### src/rtl/param_register_file_pkg.sv
// param_reg_pkg: shared widths, latencies and parameter defaults for the register file
package param_reg_pkg;
  localparam int DATA_WIDTH = 32;
  localparam int READ_LATENCY = 2;
  localparam int NUM_REGS_DEF = 16;
  localparam int ADDR_WIDTH_DEF = 8;
endpackage

### src/rtl/param_register_file_if.sv
// param_register_file_if: user command/read-return bus plus host write, readback and run-control signals
interface param_register_file_if #(parameter int ADDR_WIDTH = param_reg_pkg::ADDR_WIDTH_DEF);
  import param_reg_pkg::*;
  logic register32CmdReq;
  logic register32CmdAck;
  logic [ADDR_WIDTH-1:0] register32Address;
  logic register32WriteEn;
  logic [DATA_WIDTH-1:0] register32WriteData;
  logic register32ReadDataValid;
  logic [DATA_WIDTH-1:0] register32ReadData;
  logic userRunValue;
  logic userRunClear;
  logic hostWriteEn;
  logic [ADDR_WIDTH-1:0] hostAddress;
  logic [DATA_WIDTH-1:0] hostWriteData;
  logic hostRunSet;
  logic [ADDR_WIDTH-1:0] hostReadAddress;
  logic [DATA_WIDTH-1:0] hostReadData;
  modport master (
    output register32CmdReq, register32Address, register32WriteEn, register32WriteData,
           userRunClear, hostWriteEn, hostAddress, hostWriteData, hostRunSet, hostReadAddress,
    input  register32CmdAck, register32ReadDataValid, register32ReadData, userRunValue, hostReadData
  );
  modport slave (
    input  register32CmdReq, register32Address, register32WriteEn, register32WriteData,
           userRunClear, hostWriteEn, hostAddress, hostWriteData, hostRunSet, hostReadAddress,
    output register32CmdAck, register32ReadDataValid, register32ReadData, userRunValue, hostReadData
  );
endinterface

### src/rtl/param_register_file_read_pipe.sv
// reg32_read_pipe: two-stage valid/data read-return pipeline; data holds while no valid moves through
module reg32_read_pipe
  import param_reg_pkg::*;
(
  input  logic clk,
  input  logic resetN,
  input  logic in_valid,
  input  logic [DATA_WIDTH-1:0] in_data,
  output logic out_valid,
  output logic [DATA_WIDTH-1:0] out_data
);
  logic s1_valid;
  logic [DATA_WIDTH-1:0] s1_data;
  always_ff @(posedge clk) begin
    if (!resetN) begin
      s1_valid <= 1'b0;
      s1_data <= '0;
      out_valid <= 1'b0;
      out_data <= '0;
    end else begin
      s1_valid <= in_valid;
      out_valid <= s1_valid;
      s1_data <= in_valid ? in_data : s1_data;
      out_data <= s1_valid ? s1_data : out_data;
    end
  end
endmodule

### src/rtl/param_register_file.sv
// param_register_file: NUM_REGS x 32 flop register file with a user command port, host write/readback port and run flag
module param_register_file
  import param_reg_pkg::*;
#(
  parameter int NUM_REGS = NUM_REGS_DEF,
  parameter int ADDR_WIDTH = ADDR_WIDTH_DEF
) (
  input logic clk,
  input logic resetN,
  param_register_file_if.slave bus
);
  logic [DATA_WIDTH-1:0] regs [NUM_REGS];
  logic [ADDR_WIDTH-1:0] user_addr;
  logic accept;
  logic [DATA_WIDTH-1:0] rd_word;
  logic [DATA_WIDTH-1:0] host_word;
  assign user_addr = bus.register32Address;
  assign bus.register32CmdAck = resetN & ~bus.hostWriteEn;
  assign accept = bus.register32CmdReq & bus.register32CmdAck;
  // out-of-range addresses match no entry, so reads fall through to zero
  always_comb begin
    rd_word = '0;
    host_word = '0;
    for (int i = 0; i < NUM_REGS; i++) begin
      rd_word = (32'(user_addr) == i) ? regs[i] : rd_word;
      host_word = (32'(bus.hostReadAddress) == i) ? regs[i] : host_word;
    end
  end
  always_ff @(posedge clk) begin
    if (!resetN) begin
      for (int i = 0; i < NUM_REGS; i++) regs[i] <= '0;
    end else begin
      for (int i = 0; i < NUM_REGS; i++) begin
        if (bus.hostWriteEn && 32'(bus.hostAddress) == i)
          regs[i] <= bus.hostWriteData;
        else if (accept && bus.register32WriteEn && 32'(user_addr) == i)
          regs[i] <= bus.register32WriteData;
      end
    end
  end
  always_ff @(posedge clk) begin
    if (!resetN) begin
      bus.hostReadData <= '0;
      bus.userRunValue <= 1'b0;
    end else begin
      bus.hostReadData <= host_word;
      bus.userRunValue <= bus.hostRunSet ? 1'b1 : bus.userRunClear ? 1'b0 : bus.userRunValue;
    end
  end
  reg32_read_pipe u_pipe (
    .clk(clk),
    .resetN(resetN),
    .in_valid(accept & ~bus.register32WriteEn),
    .in_data(rd_word),
    .out_valid(bus.register32ReadDataValid),
    .out_data(bus.register32ReadData)
  );
endmodule

### src/flat_wrapper.sv
// flat-port wrapper written by rule: the top's interface ports become plain ports
module param_register_file_flat import param_reg_pkg::*;
#(
  parameter int NUM_REGS = NUM_REGS_DEF,
  parameter int ADDR_WIDTH = ADDR_WIDTH_DEF
)
  (clk, resetN, bus_register32CmdReq, bus_register32Address, bus_register32WriteEn, bus_register32WriteData, bus_userRunClear, bus_hostWriteEn, bus_hostAddress, bus_hostWriteData, bus_hostRunSet, bus_hostReadAddress, bus_register32CmdAck, bus_register32ReadDataValid, bus_register32ReadData, bus_userRunValue, bus_hostReadData);
  param_register_file_if #(.ADDR_WIDTH(ADDR_WIDTH)) bus_i ();
  input logic clk;
  input logic resetN;
  input wire logic [$bits(bus_i.register32CmdReq)-1:0] bus_register32CmdReq;
  input wire logic [$bits(bus_i.register32Address)-1:0] bus_register32Address;
  input wire logic [$bits(bus_i.register32WriteEn)-1:0] bus_register32WriteEn;
  input wire logic [$bits(bus_i.register32WriteData)-1:0] bus_register32WriteData;
  input wire logic [$bits(bus_i.userRunClear)-1:0] bus_userRunClear;
  input wire logic [$bits(bus_i.hostWriteEn)-1:0] bus_hostWriteEn;
  input wire logic [$bits(bus_i.hostAddress)-1:0] bus_hostAddress;
  input wire logic [$bits(bus_i.hostWriteData)-1:0] bus_hostWriteData;
  input wire logic [$bits(bus_i.hostRunSet)-1:0] bus_hostRunSet;
  input wire logic [$bits(bus_i.hostReadAddress)-1:0] bus_hostReadAddress;
  output wire logic [$bits(bus_i.register32CmdAck)-1:0] bus_register32CmdAck;
  output wire logic [$bits(bus_i.register32ReadDataValid)-1:0] bus_register32ReadDataValid;
  output wire logic [$bits(bus_i.register32ReadData)-1:0] bus_register32ReadData;
  output wire logic [$bits(bus_i.userRunValue)-1:0] bus_userRunValue;
  output wire logic [$bits(bus_i.hostReadData)-1:0] bus_hostReadData;
  assign bus_i.register32CmdReq = bus_register32CmdReq;
  assign bus_i.register32Address = bus_register32Address;
  assign bus_i.register32WriteEn = bus_register32WriteEn;
  assign bus_i.register32WriteData = bus_register32WriteData;
  assign bus_i.userRunClear = bus_userRunClear;
  assign bus_i.hostWriteEn = bus_hostWriteEn;
  assign bus_i.hostAddress = bus_hostAddress;
  assign bus_i.hostWriteData = bus_hostWriteData;
  assign bus_i.hostRunSet = bus_hostRunSet;
  assign bus_i.hostReadAddress = bus_hostReadAddress;
  assign bus_register32CmdAck = bus_i.register32CmdAck;
  assign bus_register32ReadDataValid = bus_i.register32ReadDataValid;
  assign bus_register32ReadData = bus_i.register32ReadData;
  assign bus_userRunValue = bus_i.userRunValue;
  assign bus_hostReadData = bus_i.hostReadData;
  param_register_file #(.NUM_REGS(NUM_REGS), .ADDR_WIDTH(ADDR_WIDTH)) u_core (.clk(clk), .resetN(resetN), .bus(bus_i));
endmodule
### config.mk
export PLATFORM = sky130hd
export DESIGN_NAME = param_register_file_flat
export DESIGN_NICKNAME = d
export VERILOG_FILES = /design/src/rtl/param_register_file_pkg.sv /design/src/rtl/param_register_file_if.sv /design/src/rtl/param_register_file_read_pipe.sv /design/src/rtl/param_register_file.sv /design/src/flat_wrapper.sv
export SDC_FILE = /design/constraint.sdc
export NUM_CORES = 1
export LEC_CHECK = 0
export ABC_AREA = 1
export BUFFER_PORTS_ARGS = -buffer_cell sky130_fd_sc_hd__buf_2
export CAP_MARGIN = 20
export CORE_MARGIN = 5
export CORE_UTILIZATION = 23
export DETAILED_ROUTE_END_ITERATION = 10
export HOLD_SLACK_MARGIN = 0.12
export PLACE_DENSITY = 0.39
export SKIP_CTS_REPAIR_TIMING = 1
export SLEW_MARGIN = 40
export SYNTH_ARGS = -nofsm -noshare
export SYNTH_HDL_FRONTEND = slang
export SYNTH_HIERARCHICAL = 1
export SYNTH_SLANG_ARGS = --single-unit
### constraint.sdc
create_clock -name clk -period 5.07 [get_ports clk]
set_input_delay 0 -clock clk [delete_from_list [all_inputs] [get_ports clk]]
set_output_delay 0 -clock clk [all_outputs]
set_load 0.01 [all_outputs]
=== Word-level counts from Yosys, hierarchy flattened ===
Memory sizes are Yosys's and may differ from the RTL's.
Index checks and enable logic that the tools add are counted.

* Register bits: 99
* Memory bits (writable): 512
* Input port bits: 95
* Logic and storage cells: 305
* Memories kept: 1

* Equality and inequality tests: 45
* Muxes and demuxes: 179
* Bitwise logic cells: 37
* Reductions and logical operators: 37

{| class="wikitable"
|+ Memory list
! memory !! words !! width !! read ports !! clocked after Yosys merged registers in !! wr ports !! line !! RTL
|-
| u_core.regs || 16 || 32 || 16 || 0 || 16 || param_register_file.sv:12 || <nowiki>logic [DATA_WIDTH-1:0] regs [NUM_REGS];</nowiki>
|}

{| class="wikitable"
|+ Operators by type and width
! kind !! number
|-
| two-way mux 32 bit || 64
|-
| == test 8 x 4 -> 1 bit (second input constant) || 24
|-
| two-way mux 1 bit || 115
|-
| == test 8 x 3 -> 1 bit (second input constant) || 12
|-
| == test 8 x 2 -> 1 bit (second input constant) || 6
|-
| logical AND 1 bit || 33
|-
| bitwise OR 1 bit || 32
|-
| == test 8 x 1 -> 1 bit (second input constant) || 3
|-
| zero test 8 bit || 3
|-
| bitwise AND 1 bit || 3
|-
| NOT 1 bit || 2
|-
| nonzero test 2 bit || 1
|}

=== Logic depth before layout (Yosys ltp) ===
* Word-level depth: 17
* Mapped depth: 20

=== Cells and area by module ===
Netlist, hierarchy kept.

{| class="wikitable"
|+ By module, submodules not included
! module !! instances !! cells each !! area an instance (um^2)
|-
| param_register_file || 1 || 3619 || 30007.5
|-
| reg32_read_pipe || 1 || 411 || 2715.1
|}

=== Worst setup path before layout ===
OpenSTA, ideal clock, no wires.

* Kind: in2reg
* From: input port bus_register32Address[7]
* To: memory u_core.regs[13][0], in the netlist u_core/regs[1][160], enable pin
* Arrival: 3203 ps
* Data required time: 4604 ps
* Setup slack: 1401 ps
* Stages on the path: 8
* Path buffers: 1
* Path through: nor2_1 nand3_2 nor2_1 inv_2 nor2_2 inv_1 clkbuf_1 o21ai_0

{| class="wikitable"
|+ RTL lines
! what !! line !! RTL
|-
| from (decl) || flat_wrapper.sv:12 || <nowiki>input wire logic [$bits(bus_i.register32Address)-1:0] bus_register32Address;</nowiki>
|-
| to (decl) || param_register_file.sv:12 ||
|}

==> flow_summary.ini <==
[status]
status = complete, no violations

[global_route]
grt_pass1_wl_mm = 211
gr-total-overflow = 0
grt_max_degree = 69
antenna_found_initial = 8
grtUsageTotal_pct = 19.0
grt_pass1_vias = 28929

[pwr]
leakage_nw = 14.8
ir_worst_vdd_uv = 233
switchingPower_mw = 3.02
comb_power_share_pct = 6.9
p_per_area_mw_per_mm2 = 308
clkPwrFrac_pct = 43.8
internal-power_mw = 8.92
swShare_pct = 25.3
pwr-share-seq_pct = 49.3

[cts]
cts_root_buf = clkbuf_16
htree_levels = 3
tritoncts = built
clock_sinks = 611
numCtsBuffers = 75
path_clk_slew_ns = 0.06
clockBufferDepth = 3
clk_latency_ns = 0.65

[synthesis]
synth_nets = 4125
synthSimpleGateAreaFrac_pct = 24.6
synth_flop_cell = edfxtp_1
ys_seq_area_share_pct = 53.0
syn_inst = 4030
synth_top_family_by_area = simple AND/OR/NAND/NOR gates
ys_types = 34
synth-edff-count = 512
async_reset_ff_share_pct = 0
syn_avg_cell_area_um2 = 8.12
yosys.area_share.xor_xnor_pct = 0
synth_compound_area_share_pct = 13.4
synth-seq-cells = 611
synthAdderAreaFrac_pct = 0
synth_area_mm2 = 0.0327
yosysWarnings = 6
synth_mux_area_share_pct = 0

[drt]
postRouteAntennaNets = 0
vias = 30332
routed_wl_mm = 149
drtIter0Drc = 2792
wl_per_cell_um = 24.5
drt_pass1_iterations = 9
drc = 0
via_per_inst = 4.98

[floorplan]
die_w_um = 387
pin_count = 162
die-area_mm2 = 0.150
rows = 138
placeableCoreArea_mm2 = 0.141
die-height_um = 387
initial_core_util_pct = 23.1

[worst_setup_path]
crit_chain = buf_2 > nor2_1 > nand3_2 > nor2_1 > inv_2 > nor2_1 > buf_4 > inv_2 > nor2_4 > buf_4 > o21ai_0 > a21oi_1 > dlygate4sd3_1
timing.critical_path.mode_cell = nor2_1
crit_type = input pin to flop
cp_data_arrival_time_ns = 3.48
cpPeakStageDelay_ns = 0.57
path_buf_inv = 6
cp-end-kind = flop
r2r_setup_slack_ns = 3.05
critPathTopFamily = buffers and inverters
start_kind = input pin
cp_max_fo = 48
required_ns = 5.59
rr_endpoint = u_core/bus.hostReadData[7]
reg2reg_depth = 10
r2r_start = u_core/regs[0][39]
slowest_stage = buf_4

[sta]
final.setup_skew_ns = 0.0139
finalCriticalPeriod_ns = 2.96
setup_viol = 0
clock.fmax_ghz = 0.337
slew_viol_final = 0
rsz0062_at_grt = no
worstMarginPinSlew_ns = 0.895
setup_tns_ns = 0
finalCritPeriodShare_pct = 58.5
hold_viol = 0
slew_headroom_pct = 40.3

[min_path]
hold-path-endpoint = u_core/regs[0][183]
hold_depth = 5
hp-start = bus_hostAddress[2]
hp-class = input pin to flop

[cells_and_area]
synthToLayoutAreaGrowth_pct = 18.5
finalNetCount = 4234
drive_gt1_share_pct = 11.2
final_util_pct = 27.4

[job]
maxCapViolations = 0

[place]
place_congestion = 0.867
dp_hpwl_mm = 100
port-buffer-count = 161
## power by group through the flow
stage	combinational, mW	clock, mW	sequential [mW]
final	0.823	5.23	5.89
after global routing	0.890	5.57	5.92
after CTS	0.778	5.36	5.88
after detailed placement	0.777	0	5.99
after global placement	0.769	0	5.99
after floorplan	0.404	0	5.95
## cells by family after synthesis
kind of cell    after synthesis
compound gates              777
simple gates               1922
flops                       611
buf+inv                     720
## Yosys cell counts (3+ instances only)
master | count | area (µm²)
nand2_1 | 975 | 3660
nor2_1 | 554 | 2080
edfxtp_1 | 512 | 15400
inv_1 | 396 | 1490
o22ai_1 | 320 | 2000
o21ai_0 | 221 | 1110
a21oi_1 | 194 | 971
clkbuf_1 | 188 | 706
nand4_1 | 159 | 995
nand3_1 | 152 | 761
dfxtp_1 | 99 | 1980
buf_2 | 82 | 410
a211oi_1 | 32 | 240
or2_2 | 29 | 181
nor3_1 | 24 | 120
buf_4 | 18 | 135
inv_2 | 18 | 67.6
buf_6 | 9 | 101
nor2_2 | 9 | 56.3
o21ai_1 | 8 | 40.0
nor2_4 | 6 | 67.6
buf_1 | 5 | 18.8
nand2_2 | 3 | 18.8
nand3_2 | 3 | 30.0
## flip-flops by register name, indices dropped and copies added (netlist names)
name / cells
u_core/u_pipe/out_data: 32
u_core/regs: 512
u_core/bus.hostReadData: 32
u_core/u_pipe/s1_valid: 1
u_core/bus.userRunValue: 1
u_core/u_pipe/out_valid: 1
u_core/u_pipe/s1_data: 32
## layout make-up
| cell class | instances | area [µm²] |
|---|---|---|
| antenna | 4 | 10.0 |
| fill | 15231 | 103000 |
| clock inverter | 30 | 168 |
| sequential | 611 | 17400 |
| inverter | 416 | 1560 |
| clock buffer | 106 | 2130 |
| multi-input combinational | 2699 | 12700 |
| tap | 1890 | 2360 |
| timing repair buffer | 336 | 2460 |
## placed cells by master (no fill, tap or decap), types with 7 or more instances in the layout
master | synthesis | layout
clkinv_2 | 1 | 17
buf_2 | 82 | 160
nand2_1 | 975 | 974
dlygate4sd3_1 | 0 | 80
nand3_1 | 152 | 138
nand3_2 | 3 | 10
o21ai_0 | 221 | 218
clkbuf_1 | 188 | 22
a211oi_1 | 32 | 32
inv_1 | 396 | 394
a21oi_1 | 194 | 194
clkinv_1 | 1 | 12
dfxtp_1 | 99 | 98
nor3_1 | 24 | 18
inv_2 | 18 | 20
clkbuf_16 | 0 | 79
nor3_2 | 2 | 7
nor2_1 | 554 | 543
o21ai_1 | 8 | 8
o22ai_1 | 320 | 320
edfxtp_1 | 512 | 512
nor2_2 | 9 | 8
buf_4 | 18 | 84
nor2_4 | 6 | 18
nand4_1 | 159 | 159
or2_2 | 29 | 29
nand3_4 | 0 | 7
## metrics by stage
stage          power, mW  cells  instance area [µm²]  hold WS [ns]  setup WS, ns
2_1_floorplan       6.35   4030                32700        0.0418          1.40
3_3_place_gp        6.76   5864                35400         0.213          1.80
3_5_place_dp        6.77   5870                35600         0.219          1.87
4_1_cts             12.0   6006                37900        -0.467          2.56
5_1_grt             12.4   6089                38800         0.132          1.97
6_report            11.9   6092                38800         0.110          2.11
## metal layers
| metal | vias to the layer above | GRT usage, % | part of all wire [%] |
|---|---|---|---|
| met3 | 234 | 2.63 | 5.6 |
| met1 | 15083 | 25.4 | 44 |
| met5 | - | 0 | 0 |
| met4 | 0 | 5.91 | 3.2 |
| li1 | 13909 | - | - |
| met2 | 1106 | 32.0 | 47 |
## worst reg2reg max path: stages (launching register included)
cell,delay (ns)
edfxtp_1,0.46
inv_1,0.09
o21ai_0,0.09
nor2_1,0.18
nand4_1,0.12
nor2_1,0.33
nand4_1,0.16
nor2_1,0.21
nand4_1,0.11
nor2_1,0.10
nor2_1,0.07
## worst max-delay path by stage
stage                                end                     start  depth (start not counted)  slack (ns)
2_1_floorplan        u_core/regs[1][160]  bus_register32Address[7]                          8        1.40
3_3_place_gp   u_core/u_pipe/s1_data[11]  bus_register32Address[7]                         17        1.80
3_5_place_dp   u_core/u_pipe/s1_data[17]  bus_register32Address[7]                         17        1.87
4_1_cts        u_core/u_pipe/s1_data[17]  bus_register32Address[7]                         17        2.56
5_1_grt              u_core/regs[1][140]  bus_register32Address[7]                         13        1.97
6_report             u_core/regs[1][140]  bus_register32Address[7]                         13        2.11
Power figures use the tool's default switching activity.
